==> src/rtl/mem_stream_out.sv <==
// Streams number_words consecutive memory words starting at base_address onto a
// valid/ready stream, using a small output FIFO and credit-limited read issue.
module mem_stream_out #(
  parameter int AW     = 9,
  parameter int DW     = 64,
  parameter int RD_LAT = 1,
  parameter int DEPTH  = 4
) (
  input  logic          clk,
  input  logic          rst,
  input  logic          start,
  input  logic [AW-1:0] base_address,
  input  logic [AW-1:0] number_words,
  output logic [AW-1:0] read_address,
  output logic          read_en,
  input  logic [DW-1:0] read_data,
  output logic [DW-1:0] m_data,
  output logic          m_valid,
  input  logic          m_ready,
  output logic          m_last,
  output logic          busy,
  output logic          done
);

  localparam int PW = (DEPTH > 1) ? $clog2(DEPTH) : 1;
  localparam int CW = $clog2(DEPTH + 1);

  typedef enum logic [1:0] {
    S_IDLE,
    S_RUN,
    S_DRAIN,
    S_DONE
  } state_t;

  state_t state, state_next;

  logic [AW-1:0]     rd_ptr;
  logic [AW-1:0]     issue_left;
  logic [AW-1:0]     out_left;
  logic [DW-1:0]     fifo_mem [DEPTH];
  logic [PW-1:0]     wr_idx;
  logic [PW-1:0]     rd_idx;
  logic [CW-1:0]     fifo_count;
  logic [CW-1:0]     inflight;
  logic [RD_LAT-1:0] ret_pipe;
  logic [CW:0]       occupancy;
  logic              accept;
  logic              issue;
  logic              push;
  logic              pop;
  logic              fire_last;

  function automatic logic [PW-1:0] next_idx(input logic [PW-1:0] idx);
    return (idx == PW'(DEPTH - 1)) ? '0 : idx + 1'b1;
  endfunction

  // A read is only issued when its word is guaranteed a FIFO slot on return,
  // counting both stored words and reads still travelling through memory.
  assign accept    = start && ((state == S_IDLE) || (state == S_DONE));
  assign occupancy = {1'b0, fifo_count} + {1'b0, inflight};
  assign issue     = (state == S_RUN) && (issue_left != '0) && (occupancy < (CW + 1)'(DEPTH));
  assign push      = ret_pipe[RD_LAT-1];
  assign m_valid   = (fifo_count != '0);
  assign pop       = m_valid && m_ready;
  assign m_last    = m_valid && (out_left == AW'(1));
  assign fire_last = pop && m_last;
  assign m_data    = m_valid ? fifo_mem[rd_idx] : '0;

  always_ff @(posedge clk or posedge rst) begin
    if (rst) state <= S_IDLE;
    else     state <= state_next;
  end

  always_comb begin
    state_next   = state;
    read_en      = issue;
    read_address = rd_ptr;
    busy         = 1'b0;
    done         = 1'b0;
    case (state)
      S_IDLE, S_DONE: begin
        done = (state == S_DONE);
        if (accept) state_next = (number_words == '0) ? S_DONE : S_RUN;
      end
      S_RUN: begin
        busy = 1'b1;
        if (issue && (issue_left == AW'(1))) state_next = S_DRAIN;
      end
      S_DRAIN: begin
        busy = 1'b1;
        if (fire_last) state_next = S_DONE;
      end
      default: state_next = S_IDLE;
    endcase
  end

  always_ff @(posedge clk or posedge rst) begin
    if (rst) begin
      rd_ptr     <= '0;
      issue_left <= '0;
      out_left   <= '0;
    end else if (accept) begin
      rd_ptr     <= base_address;
      issue_left <= number_words;
      out_left   <= number_words;
    end else begin
      if (issue) begin
        rd_ptr     <= rd_ptr + 1'b1;
        issue_left <= issue_left - 1'b1;
      end
      if (pop) out_left <= out_left - 1'b1;
    end
  end

  // Clearing the strobe pipe on reset is what discards returns from aborted reads.
  always_ff @(posedge clk or posedge rst) begin
    if (rst) begin
      ret_pipe <= '0;
      inflight <= '0;
    end else begin
      ret_pipe <= (ret_pipe << 1) | RD_LAT'(issue);
      inflight <= inflight + CW'(issue) - CW'(push);
    end
  end

  always_ff @(posedge clk or posedge rst) begin
    if (rst) begin
      wr_idx     <= '0;
      rd_idx     <= '0;
      fifo_count <= '0;
    end else begin
      if (push) wr_idx <= next_idx(wr_idx);
      if (pop)  rd_idx <= next_idx(rd_idx);
      fifo_count <= fifo_count + CW'(push) - CW'(pop);
    end
  end

  always_ff @(posedge clk) begin
    if (push) fifo_mem[wr_idx] <= read_data;
  end

endmodule

==> config.mk <==
export PLATFORM = sky130hd
export DESIGN_NAME = mem_stream_out
export DESIGN_NICKNAME = d
export VERILOG_FILES = /design/src/rtl/mem_stream_out.sv
export SDC_FILE = /design/constraint.sdc
export NUM_CORES = 1
export LEC_CHECK = 0
export ABC_AREA = 1
export ABC_CLOCK_PERIOD_IN_PS = 4800
export BUFFER_PORTS_ARGS = -buffer_cell sky130_fd_sc_hd__buf_2
export CAP_MARGIN = 20
export CORE_MARGIN = 10
export CORE_UTILIZATION = 53
export CTS_CLUSTER_DIAMETER = 30
export CTS_CLUSTER_SIZE = 16
export DETAILED_ROUTE_END_ITERATION = 10
export PLACE_DENSITY = 0.74
export SLEW_MARGIN = 10
export SYNTH_ARGS = -nofsm -noshare
export SYNTH_HDL_FRONTEND = slang
export SYNTH_SLANG_ARGS = --single-unit
==> constraint.sdc <==
create_clock -name clk -period 4.8 [get_ports clk]
set_input_delay 0.48 -clock clk [delete_from_list [all_inputs] [get_ports clk]]
set_output_delay 0.48 -clock clk [all_outputs]
set_load 0.1 [all_outputs]
# --- Word-level counts from Yosys, hierarchy flattened ---
# Memory sizes are Yosys's and may differ from the RTL's.
# Index checks and enable logic that the tools add are counted.
word_totals:
  regBits: 40
  mem_bits_rw: 256
  inputBits: 86
  out_inout_bits: 78
  word_cells: 66
  mem_count: 1
classes:
  addsub: 10
  magnitude_cmp: 1
  n_eq_ne: 10
  n_mux: 18
  n_reduce_logical: 17
memory_table:
  columns: ["name", "depth", "word_bits", "rd", "rd_ports_with_merged_regs", "wr", "line_no", "source"]
  rows:
  - ["fifo_mem", 4, 64, 1, 0, 1, "40", "logic [DW-1:0] fifo_mem [DEPTH];"]
ops:
  columns: ["cell", "count"]
  rows:
  - ["$mux W64", 1]
  - ["$mux W9", 6]
  - ["$eq A9 B1 Y1 const B", 2]
  - ["$sub A9 B1 Y9 const B", 2]
  - ["$mux W2", 6]
  - ["$add A9 B1 Y9 const B", 1]
  - ["$logic_not A9 Y1", 1]
  - ["$reduce_bool A9 Y1", 1]
  - ["$eq A2 B2 Y1 const B", 4]
  - ["$logic_and A1 B1 Y1", 7]
  - ["$add A3 B1 Y3", 2]
  - ["$pmux W2 S3", 1]
  - ["$sub A3 B1 Y3", 2]
  - ["$add A2 B1 Y2 const B", 2]
  - ["$add A3 B3 Y4", 1]
  - ["$lt A4 B3 Y1 const B", 1]
  - ["$mux W1", 4]
  - ["$ne A2 B2 Y1 const B", 2]
  - ["$reduce_bool A2 Y1", 2]
  - ["$reduce_or A2 Y1", 2]
  - ["$reduce_and A3 Y1", 1]
  - ["$reduce_bool A3 Y1", 1]
  - ["$eq A2 B1 Y1 const B", 1]
  - ["$logic_not A2 Y1", 1]
  - ["other kinds (2)", 2]

# --- Depth between registers and ports, before layout ---
# Gate-level depths: netlist of run 1.
logic_depth:
  word_depth: 6
  depth_mapped: 11
  depth_no_buf: 11

# --- Worst setup path after synthesis of run 1 ---
# No wires, ideal clock.
synth_path:
  path_type: "register -> output"
  start: "reg fifo_count[1]"
  end: "out m_last"
  arrival_time_ns: 3.189
  required_time_ns: 4.320
  path_slack_ns: 1.131
  stages_incl_launch_ff: 6
  path_buffers: 1
  cell_sequence: "dfrtp_1 > inv_1 > nand2_2 > inv_1 > buf_4 > nor3_1"
synth_between:
  elab_chain_cells: 2
synth_rtl:
  columns: ["element", "line_no", "source"]
  rows:
  - ["start, declared", "43", "logic [CW-1:0] fifo_count;"]
  - ["start signal, assigned", "134", "fifo_count <= fifo_count + CW'(push) - CW'(pop);"]
  - ["$reduce_bool A3 Y1", "63", "assign m_valid = (fifo_count != '0);"]
  - ["net m_valid", "18", "output logic m_valid,"]
  - ["$logic_and A1 B1 Y1", "65", "assign m_last = m_valid && (out_left == AW'(1));"]
  - ["end, declared", "20", "output logic m_last,"]
# The timed path passes the listed nets, and every way through them passes these cells.

# --- Worst setup path after layout of run 1 ---
layout_path:
  start: "reg rd_idx[0]"
  end: "out m_data[3]"
layout_between:
  elab_chain_cells: 2
layout_rtl:
  columns: ["element", "line_no", "source"]
  rows:
  - ["start, declared", "42", "logic [PW-1:0] rd_idx;"]
  - ["start signal, assigned", "133", "if (pop) rd_idx <= next_idx(rd_idx);"]
  - ["$mem_v2 Z4 W64", null, null]
  - ["$mux W64", "67", "assign m_data = m_valid ? fifo_mem[rd_idx] : '0;"]
  - ["end, declared", "17", "output logic [DW-1:0] m_data,"]
# Every way passes these cells.

==> results_dict.tcl, run 1 <==
set metrics [dict create \
    run_status "finished clean" \
    yosys-top-cells-area "sky130_fd_sc_hd__edfxtp_1 (62%), sky130_fd_sc_hd__nor2_1 (8.7%), sky130_fd_sc_hd__dfrtp_1 (8.1%), sky130_fd_sc_hd__o21ai_0 (4.9%), sky130_fd_sc_hd__a21oi_1 (2.7%)" \
    groute.layer.met1.usage_pct 22.8 \
    syn_area_per_cell_um2 11.5 \
    main_combinational_cell_family_by_area_after_synthesis "simple AND/OR/NAND/NOR gates" \
    core_area_um2 22800 \
    largest_net_degree_at_the_start_of_global_routing 84 \
    crit_required_ps 4320 \
    clock_path_buffers 3 \
    worstPathArrival_ps 3430 \
    die_height_um 173 \
    timing.final.crit_share_pct 81.4 \
    synth.lib_cells_used.distinct 30 \
    synth_simple_gate_area_share_pct 13.5 \
    final_hold_vios 0 \
    dieArea_um2 29900 \
    synth_mux_area_share_pct 0 \
    synth.yosys.seq_area_share_pct 70.0 \
    worst_setup_path_end_kind "output port" \
    vias_per_cell 5.31 \
    finalHoldWorstSlack_ps 89.5 \
    wire_length_of_the_first_global_routing_pass_mm 45.5 \
    postRouteAntennaNets 0 \
    cts.root.buffer_cell "sky130_fd_sc_hd__clkbuf_16" \
    std_cell_rows 55 \
    grt_pass1_vias 8841 \
    areaGrowthSynthToFinish_pct 22.7 \
    placement.setup.worst_slack_ps 1400 \
    synth.cell_area_um2 12400 \
    antenna_found_initial 5 \
    synth_compound_area_share_pct 9.34 \
    drt_pre_antenna_iters 5 \
    maximum_clock_frequency_ghz 0.256 \
    grt_use_met3_pct 4.33 \
    routed-via-count 8565 \
    post_cts.resized_instances 0 \
    final_critical_path_setup_slack_ps 891 \
    cts_tree "built" \
    timing.max_cap.violations 0 \
    synthesis.yosys.warnings 0 \
    cts.hold.buffers_added 0 \
    synthDominantCellAreaShare_pct 62.0 \
    clock_pin_slew_on_the_worst_setup_and_hold_paths_ps 50 \
    synth-seq-cells 296 \
    detail_route.wirelength_mm 28.7 \
    drtIter0Drc 712 \
    synthXorXnorAreaFrac_pct 1.06 \
    cts_made_buffers 50 \
    critical_path_peak_fanout 74 \
    finalClockSkew_ps 21.8 \
    die_width_um 173 \
    port_buf_inserts 163 \
    final_setup_violation_count 0 \
    synthAdderAreaFrac_pct 2.34 \
    drv_slew 0 \
    floorplan.initialDensity_pct 54.3 \
    routabilityCongestion 0.838 \
    multi_input_gate_area_in_the_final_layout_um2 3260 \
    fin_setup_tns_ps 0 \
    post_cts.repair.setup_buffers 0 \
    gr_met2_demand_resource_pct 31.3 \
    final_layout_size_suffix_gt1_share_pct 21.3 \
    cts_num_sinks 296 \
    grt.total_usage_pct 18.6 \
    critPathKind "reg2out" \
    netlist.top_cell.by_area "sky130_fd_sc_hd__edfxtp_1" \
    routedWlPerCell_um 17.8 \
    place.detailed.hpwl_mm 17.3 \
    htree_num_levels 2 \
    nNetsFinal 1364 \
    critical_path.startpoint_type "flop" \
    synthesis.nets 1190 \
    postSynthCellCount 1082 \
    final.fill_count 1688 \
    total_drc_errors_in_the_routed_layout 0 \
    worstHoldPathType "in2async" \
    finalWorstPathRequiredPeriod_ps 3910 \
    pin_count 164 \
    clk_latency_ps 530 \
    globalRouteOverflowTotal 0 \
    worstMarginPinSlew_ps 1080 \
    grt-busiest-layer "met2" \
    grt_setup_unrepaired "no" \
    relSlewSlack_pct 27.6 \
    register_area_um2 8690 \
]
==> final cells by class <==
type / count / area share (%)
Clock inverter: 33 / 2.98
Multi-Input combinational cell: 679 / 21.4
Clock buffer: 57 / 8.39
Sequential cell: 296 / 57.1
Inverter: 53 / 1.32
Antenna cell: 5 / 0.0822
Timing Repair Buffer: 176 / 6.16
Tap cell: 313 / 2.57
==> flip-flops by register name, summed over array words and instances (netlist names) <==
name	count
wr_idx	2
push	1
read_address	9
fifo_count	3
rd_idx	2
out_left	9
fifo_mem	256
inflight	3
state	2
issue_left	9
==> cell usage after synthesis, drive strengths merged <==
cell and number:
o221ai 3, a31oi 1, buf 36, o211ai 14, nor3 6, ha 20
xor2 10, nand2 92, inv 53, fa 2, nand3b 2, or2 1
nand4 3, edfxtp 256, clkbuf 18, nor2 290, nand3 26, xnor2 5
dfrtp 40, a21oi 67, o21ai 137
==> worst max-delay path: stages, from the launching register on <==
cell	delay (ps)
sky130_fd_sc_hd__dfrtp_4	780
sky130_fd_sc_hd__clkinv_2	870
sky130_fd_sc_hd__buf_4	560
sky130_fd_sc_hd__o21ai_0	270
sky130_fd_sc_hd__a21oi_1	110
sky130_fd_sc_hd__buf_2	300
==> through the flow <==
stage / instance area [um^2] / utilization [%] / std cells
global route: 15200 / 66.6 / 1611
finish: 15200 / 66.6 / 1612
detailed placement: 13400 / 58.8 / 1515
CTS: 15200 / 66.4 / 1605
floorplan: 12400 / - / 1082
global placement: 13400 / 58.8 / 1515
==> placed cells by master (no fill, tap or decap), types with 10 or more instances in the layout <==
cell type,count
sky130_fd_sc_hd__clkbuf_16,50
sky130_fd_sc_hd__o21ai_0,122
sky130_fd_sc_hd__buf_2,163
sky130_fd_sc_hd__buf_4,11
sky130_fd_sc_hd__o21ai_1,15
sky130_fd_sc_hd__nor2_1,286
sky130_fd_sc_hd__o211ai_1,14
sky130_fd_sc_hd__bufinv_16,10
sky130_fd_sc_hd__a21oi_1,67
sky130_fd_sc_hd__inv_2,10
sky130_fd_sc_hd__xor2_1,10
sky130_fd_sc_hd__inv_1,42
sky130_fd_sc_hd__dfrtp_1,38
sky130_fd_sc_hd__ha_1,20
sky130_fd_sc_hd__nand2_1,87
sky130_fd_sc_hd__nand3_1,26
sky130_fd_sc_hd__edfxtp_1,256
==> final timing paths <==
path | from | to | slack, ps | depth (start not counted)
max | rd_idx[0] | m_data[3] | 890 | 5
min | rst | read_address[6] | 90 | 3
max reg2reg | state[0] | out_left[5] | 2270 | 7
min reg2reg | issue_left[8] | issue_left[8] | 500 | 2
max in group asynchronous | rst | rd_idx[0] | 4290 | 3
min in group clk | read_data[50] | fifo_mem[0][50] | 160 | 1
==> metal layers <==
layer | up-vias | share of wire, %
met2 | 308 | 49
met1 | 4109 | 42
li1 | 4104 | -
met3 | 44 | 7.0
met5 | - | 0
met4 | 0 | 2.1
==> cell families (layout without fill, tap and decap cells) <==
logic type,after synthesis,after routing
and+or+nand+nor,420,420
DFF,296,296
AOI/OAI and AO/OA,222,222
buffers and inverters,107,319
adders and majority gates,22,22
xor gates and xnor gates,15,15
other,0,5
Power of run 1 is not shown: default switching activity piles up to over one toggle a cycle in this logic, so the estimate is an artifact.
==> run 2: changes to the inputs <==
--- a/config.mk
+++ b/config.mk
@@ -6,15 +6,15 @@
 export NUM_CORES = 1
 export LEC_CHECK = 0
 export ABC_AREA = 1
-export ABC_CLOCK_PERIOD_IN_PS = 4800
+export ABC_CLOCK_PERIOD_IN_PS = 3250
 export BUFFER_PORTS_ARGS = -buffer_cell sky130_fd_sc_hd__buf_2
 export CAP_MARGIN = 20
 export CORE_MARGIN = 10
-export CORE_UTILIZATION = 53
+export CORE_UTILIZATION = 52
 export CTS_CLUSTER_DIAMETER = 30
 export CTS_CLUSTER_SIZE = 16
 export DETAILED_ROUTE_END_ITERATION = 10
-export PLACE_DENSITY = 0.74
+export PLACE_DENSITY = 0.76
 export SLEW_MARGIN = 10
 export SYNTH_ARGS = -nofsm -noshare
 export SYNTH_HDL_FRONTEND = slang
==> constraint.sdc (replaced) <==
create_clock -name clk -period 3.25 [get_ports clk]
set_input_delay 0.325 -clock clk [delete_from_list [all_inputs] [get_ports clk]]
set_output_delay 0.325 -clock clk [all_outputs]
set_load 0.1 [all_outputs]
==> run 2 against run 1 <==
Net effect:
- sequential share of layout area is 1.1 points lower
- routed wire length is 0.53% higher
- hold slack worse by 71 ps
- flip-flop and latch count stayed put
- critical path type unchanged
- critical path depth stayed put
- non-clock buffer count is 33 higher
- clock skew is 4.2 ps lower
- via count is 1.8% higher
- first-iteration DRC count is 15% lower
- worst setup slack worse by 750 ps
- die area is 1.7% higher
==> results_dict.tcl, run 2 (synthesis results as in run 1) <==
set metrics [dict create \
    run_status "finished clean" \
    drt_pre_antenna_iters 5 \
    regToRegStartpoint "state[0]" \
    post_placement_cell_count 1529 \
    timing.reg2reg.worst_path_depth 8 \
    clock_path_buffers 3 \
    final_hold_vios 0 \
    postRouteAntennaNets 0 \
    dieArea_um2 30400 \
    routedWlPerCell_um 17.5 \
    crit_path_top_delay_cell "sky130_fd_sc_hd__dfrtp_4" \
    worst-path-buf-inv 3 \
    hold-path-cell-count 1 \
    largest_reg_flops 256 \
    cts_num_sinks 296 \
    drv_slew 0 \
    finalHoldWorstSlack_ps 18.0 \
    timing.critical_path.max_delay_family "buffers and inverters" \
    worstPathArrival_ps 2780 \
    largest_register "fifo_mem" \
    relSlewSlack_pct 47.7 \
    pin_count 164 \
    hold_end "fifo_mem[1][1]" \
    fin_setup_tns_ps 0 \
    routed-via-count 8722 \
    worstHoldStart "read_data[1]" \
    routabilityCongestion 0.859 \
    critical_path_peak_fanout 115 \
    place.detailed.hpwl_mm 17.1 \
    std_cell_rows 56 \
    final_setup_violation_count 0 \
    cts_tree "built" \
    die_width_um 174 \
    total_drc_errors_in_the_routed_layout 0 \
    antenna_found_initial 1 \
    vias_per_cell 5.30 \
    nNetsFinal 1396 \
    port_buf_inserts 163 \
    timing.reg2reg.setup_slack_ps 970 \
    mostFrequentLayoutCells "sky130_fd_sc_hd__nor2_1 (286), sky130_fd_sc_hd__edfxtp_1 (256), sky130_fd_sc_hd__buf_2 (162), sky130_fd_sc_hd__o21ai_0 (122), sky130_fd_sc_hd__nand2_1 (87)" \
    finalWorstPathRequiredPeriod_ps 3100 \
    slowest_delay_ps 710 \
    grt.total_usage_pct 18.7 \
    critPathKind "reg2out" \
    worstHoldPathType "in2reg" \
    timing.max_cap.violations 0 \
    worstMarginPinSlew_ps 783 \
    detail_route.wirelength_mm 28.9 \
    final_layout_size_suffix_gt1_share_pct 21.1 \
    wire_length_of_the_first_global_routing_pass_mm 46.3 \
    areaGrowthSynthToFinish_pct 25.2 \
    floorplan.initialDensity_pct 52.8 \
    grt_setup_unrepaired "no" \
    layout.cell_area.non_filler_um2 15500 \
    finalClockSkew_ps 17.7 \
    clock_pin_slew_on_the_worst_setup_and_hold_paths_ps 50 \
    worst_r2r_endpoint "out_left[5]" \
    globalRouteOverflowTotal 0 \
    critical_path.startpoint_type "flop" \
    cts_made_buffers 49 \
    htree_num_levels 2 \
    largest_net_degree_at_the_start_of_global_routing 116 \
    worst_setup_path_end_kind "output port" \
    maximum_clock_frequency_ghz 0.322 \
    grt_pass1_vias 8946 \
    layout.cells.most_common "sky130_fd_sc_hd__nor2_1" \
    clk_latency_ps 530 \
    antennaDiodeCount 0 \
    crit_required_ps 2920 \
    core_area_um2 23500 \
    drtIter0Drc 603 \
    placed_area_um2 13600 \
    cp-startpoint "rd_idx[0]" \
    cts.root.buffer_cell "sky130_fd_sc_hd__clkbuf_16" \
    critical_path.cell_chain "clkinv_2, buf_12, o21ai_0, a21oi_1, buf_2" \
    fin_cells 1645 \
    die_height_um 174 \
    timing.final.crit_share_pct 95.5 \
]
run 2: cell types whose count changed in the layout (fill, tap and decap cells not counted), moves of 2 or more:
cell,change
sky130_fd_sc_hd__bufinv_16,-3
sky130_fd_sc_hd__clkinv_2,-2
sky130_fd_sc_hd__dlygate4sd3_1,+27
sky130_fd_sc_hd__diode_2,-5
sky130_fd_sc_hd__buf_12,+5
run 2: metal layers:
metal / track usage, % / wire [um] / up-vias
met4: 6.16 / 583 / 0
li1: - / - / 4166
met2: 32.6 / 14700 / 309
met5: 0 / 0 / -
met1: 22.4 / 11600 / 4206
met3: 4.44 / 2030 / 41
run 2: timing repair:
item | CTS | global route
hold endpoints to repair | 109 | 0
gates resized for setup | 0 | 1
setup buffers | 0 | 0
hold buffers | 27 | 0
endpoints found under the setup margin | 0 | 1
run 2: area by class of cell:
class,instances,area [um^2]
Clock buffer,59,1310
Clock inverter,30,354
Fill cell,1697,7940
Inverter,53,200
Multi-Input combinational cell,679,3260
Sequential cell,296,8690
Tap cell,319,399
Timing Repair Buffer,209,1320
run 2: worst max-delay path by stage:
stage | to | cells past startpoint
floorplan | m_data[23] | 6
global route | m_data[18] | 6
global placement | m_data[58] | 5
finish | m_data[3] | 5
CTS | m_data[58] | 5
detailed placement | m_data[58] | 5
run 2: through the flow:
step / setup WS (ps) / utilization (%)
4_1_cts: 123 / 66.2
5_1_grt: 41.4 / 66.2
6_report: 146 / 66.2
2_1_floorplan: 96.6 / -
3_3_place_gp: 762 / 57.9
3_5_place_dp: 720 / 57.9
Power of run 2 is left out for the same reason.
==> run 3: changes to the inputs <==
--- a/config.mk
+++ b/config.mk
@@ -9,7 +9,7 @@
 export ABC_CLOCK_PERIOD_IN_PS = 3250
 export BUFFER_PORTS_ARGS = -buffer_cell sky130_fd_sc_hd__buf_2
 export CAP_MARGIN = 20
-export CORE_MARGIN = 10
+export CORE_MARGIN = 5
 export CORE_UTILIZATION = 52
 export CTS_CLUSTER_DIAMETER = 30
 export CTS_CLUSTER_SIZE = 16
==> run 3 against run 2 <==
Net effect:
- highest routed layer unchanged
- flip-flop and latch count stayed put
- via count is 0.81% lower
- hold slack better by 3.9 ps
- final cell count is 0.79% lower
==> results_dict.tcl, run 3 (synthesis results as in run 1) <==
set metrics [dict create \
    run_status "finished clean" \
    cts_tree "built" \
    final_layout_size_suffix_gt1_share_pct 21.3 \
    critPathKind "reg2out" \
    routabilityCongestion 0.824 \
    timing.final.crit_share_pct 92.8 \
    finalHoldWorstSlack_ps 21.9 \
    grt_pass1_vias 8887 \
    areaGrowthSynthToFinish_pct 23.7 \
    port_buf_inserts 163 \
    fin_setup_tns_ps 0 \
    worstHoldPathType "in2reg" \
    floorplan.initialDensity_pct 52.8 \
    placed_area_um2 13600 \
    grt_setup_unrepaired "no" \
    grt.total_usage_pct 21.1 \
    cts_made_buffers 50 \
    layout.cell_area.non_filler_um2 15300 \
    detail_route.wirelength_mm 28.3 \
    critical_path.startpoint_type "flop" \
    worstMarginPinSlew_ps 824 \
    worstPathArrival_ps 2690 \
    final.fill_count 1747 \
    place.detailed.hpwl_mm 16.8 \
    finalWorstPathRequiredPeriod_ps 3010 \
    postRouteAntennaNets 0 \
    slowest_delay_ps 760 \
    cts.root.buffer_cell "sky130_fd_sc_hd__clkbuf_16" \
    wire_length_of_the_first_global_routing_pass_mm 45.1 \
    vias_per_cell 5.30 \
    post_cts.resized_instances 0 \
    layout.cells.most_common "sky130_fd_sc_hd__nor2_1" \
    cts_num_sinks 296 \
    worst_setup_path_end_kind "output port" \
    maximum_clock_frequency_ghz 0.332 \
    placement.setup.worst_slack_ps 780 \
    htree_num_levels 2 \
    globalRouteOverflowTotal 0 \
    largest_register "fifo_mem" \
    die_height_um 164 \
    drv_slew 0 \
    routed-via-count 8651 \
    die_width_um 164 \
    final_hold_vios 0 \
    dieArea_um2 27000 \
    drt_pre_antenna_iters 5 \
    relSlewSlack_pct 45.0 \
    cts.hold.buffers_added 12 \
    largest_reg_flops 256 \
    finalClockSkew_ps 8.17 \
    drtIter0Drc 689 \
    total_drc_errors_in_the_routed_layout 0 \
    final_critical_path_setup_slack_ps 235 \
    mostFrequentLayoutCells "sky130_fd_sc_hd__nor2_1 (286), sky130_fd_sc_hd__edfxtp_1 (256), sky130_fd_sc_hd__buf_2 (163), sky130_fd_sc_hd__o21ai_0 (122), sky130_fd_sc_hd__nand2_1 (87)" \
    clk_latency_ps 530 \
    routedWlPerCell_um 17.3 \
    final_setup_violation_count 0 \
    crit_required_ps 2920 \
    std_cell_rows 56 \
    nNetsFinal 1383 \
    critical_path_peak_fanout 44 \
    core_area_um2 23500 \
    post_cts.repair.setup_buffers 0 \
    largest_net_degree_at_the_start_of_global_routing 131 \
    clock_path_buffers 3 \
    critical_path.cell_chain "inv_2, buf_4, nor2_1, o21ai_0, a21oi_1, buf_2" \
    crit_path_top_delay_cell "sky130_fd_sc_hd__dfrtp_2" \
    antenna_found_initial 0 \
    clock_pin_slew_on_the_worst_setup_and_hold_paths_ps 50 \
    pin_count 164 \
    timing.max_cap.violations 0 \
]
-- run 3: cell count changes in the layout (fill, tap and decap cells not counted), sizes merged --
cell         previous run  this run
buf                   181       182
clkbuf                 60        56
clkinv                 16        21
diode                   0         1
dlygate4sd3            27        13
inv                    54        52
-- run 3: per-layer routing --
metal / GRT usage, % / up-vias / routed length [um]
li1: - / 4149 / -
met1: 27.8 / 4160 / 11800
met2: 35.6 / 287 / 14100
met3: 4.12 / 55 / 1710
met4: 7.11 / 0 / 627
met5: 0 / - / 0
-- run 3: path summary, 6_finish.rpt --
| kind | start | end | slack [ps] | depth (start not counted) |
|---|---|---|---|---|
| worst max-delay path | rd_idx[1] | m_data[14] | 240 | 6 |
| worst min-delay path | read_data[37] | fifo_mem[1][37] | 20 | 1 |
| worst max register to register | state[0] | out_left[5] | 1050 | 8 |
| worst min register to register | issue_left[8] | issue_left[8] | 500 | 2 |
| max in group asynchronous | rst | out_left[3] | 2320 | 4 |
| min in group asynchronous | rst | read_address[1] | 320 | 3 |
-- run 3: metrics by stage --
stage	instances	utilization (%)
2_1_floorplan	1082	-
3_3_place_gp	1529	57.8
3_5_place_dp	1529	57.8
4_1_cts	1630	65.3
5_1_grt	1631	65.3
6_report	1632	65.4
-- run 3: final cells by class --
type,instances,area (um^2),area share (%)
antenna,1,2.50,0.0163
sequential,296,8690,56.7
clock buffer,56,1270,8.30
tap,319,399,2.60
inverter,53,200,1.30
timing repair buffer,195,1150,7.50
clock inverter,33,359,2.34
multi-input combinational,679,3260,21.3
-- run 3: critical path, delay by kind of cell, from the launching register on --
kind / cells / cell delay (ps)
AO/OA/AOI/OAI: 2 / 340
buffers and inverters: 3 / 860
AND/OR/NAND/NOR: 1 / 200
flip-flops: 1 / 760
Power of run 3 is left out for the same reason.
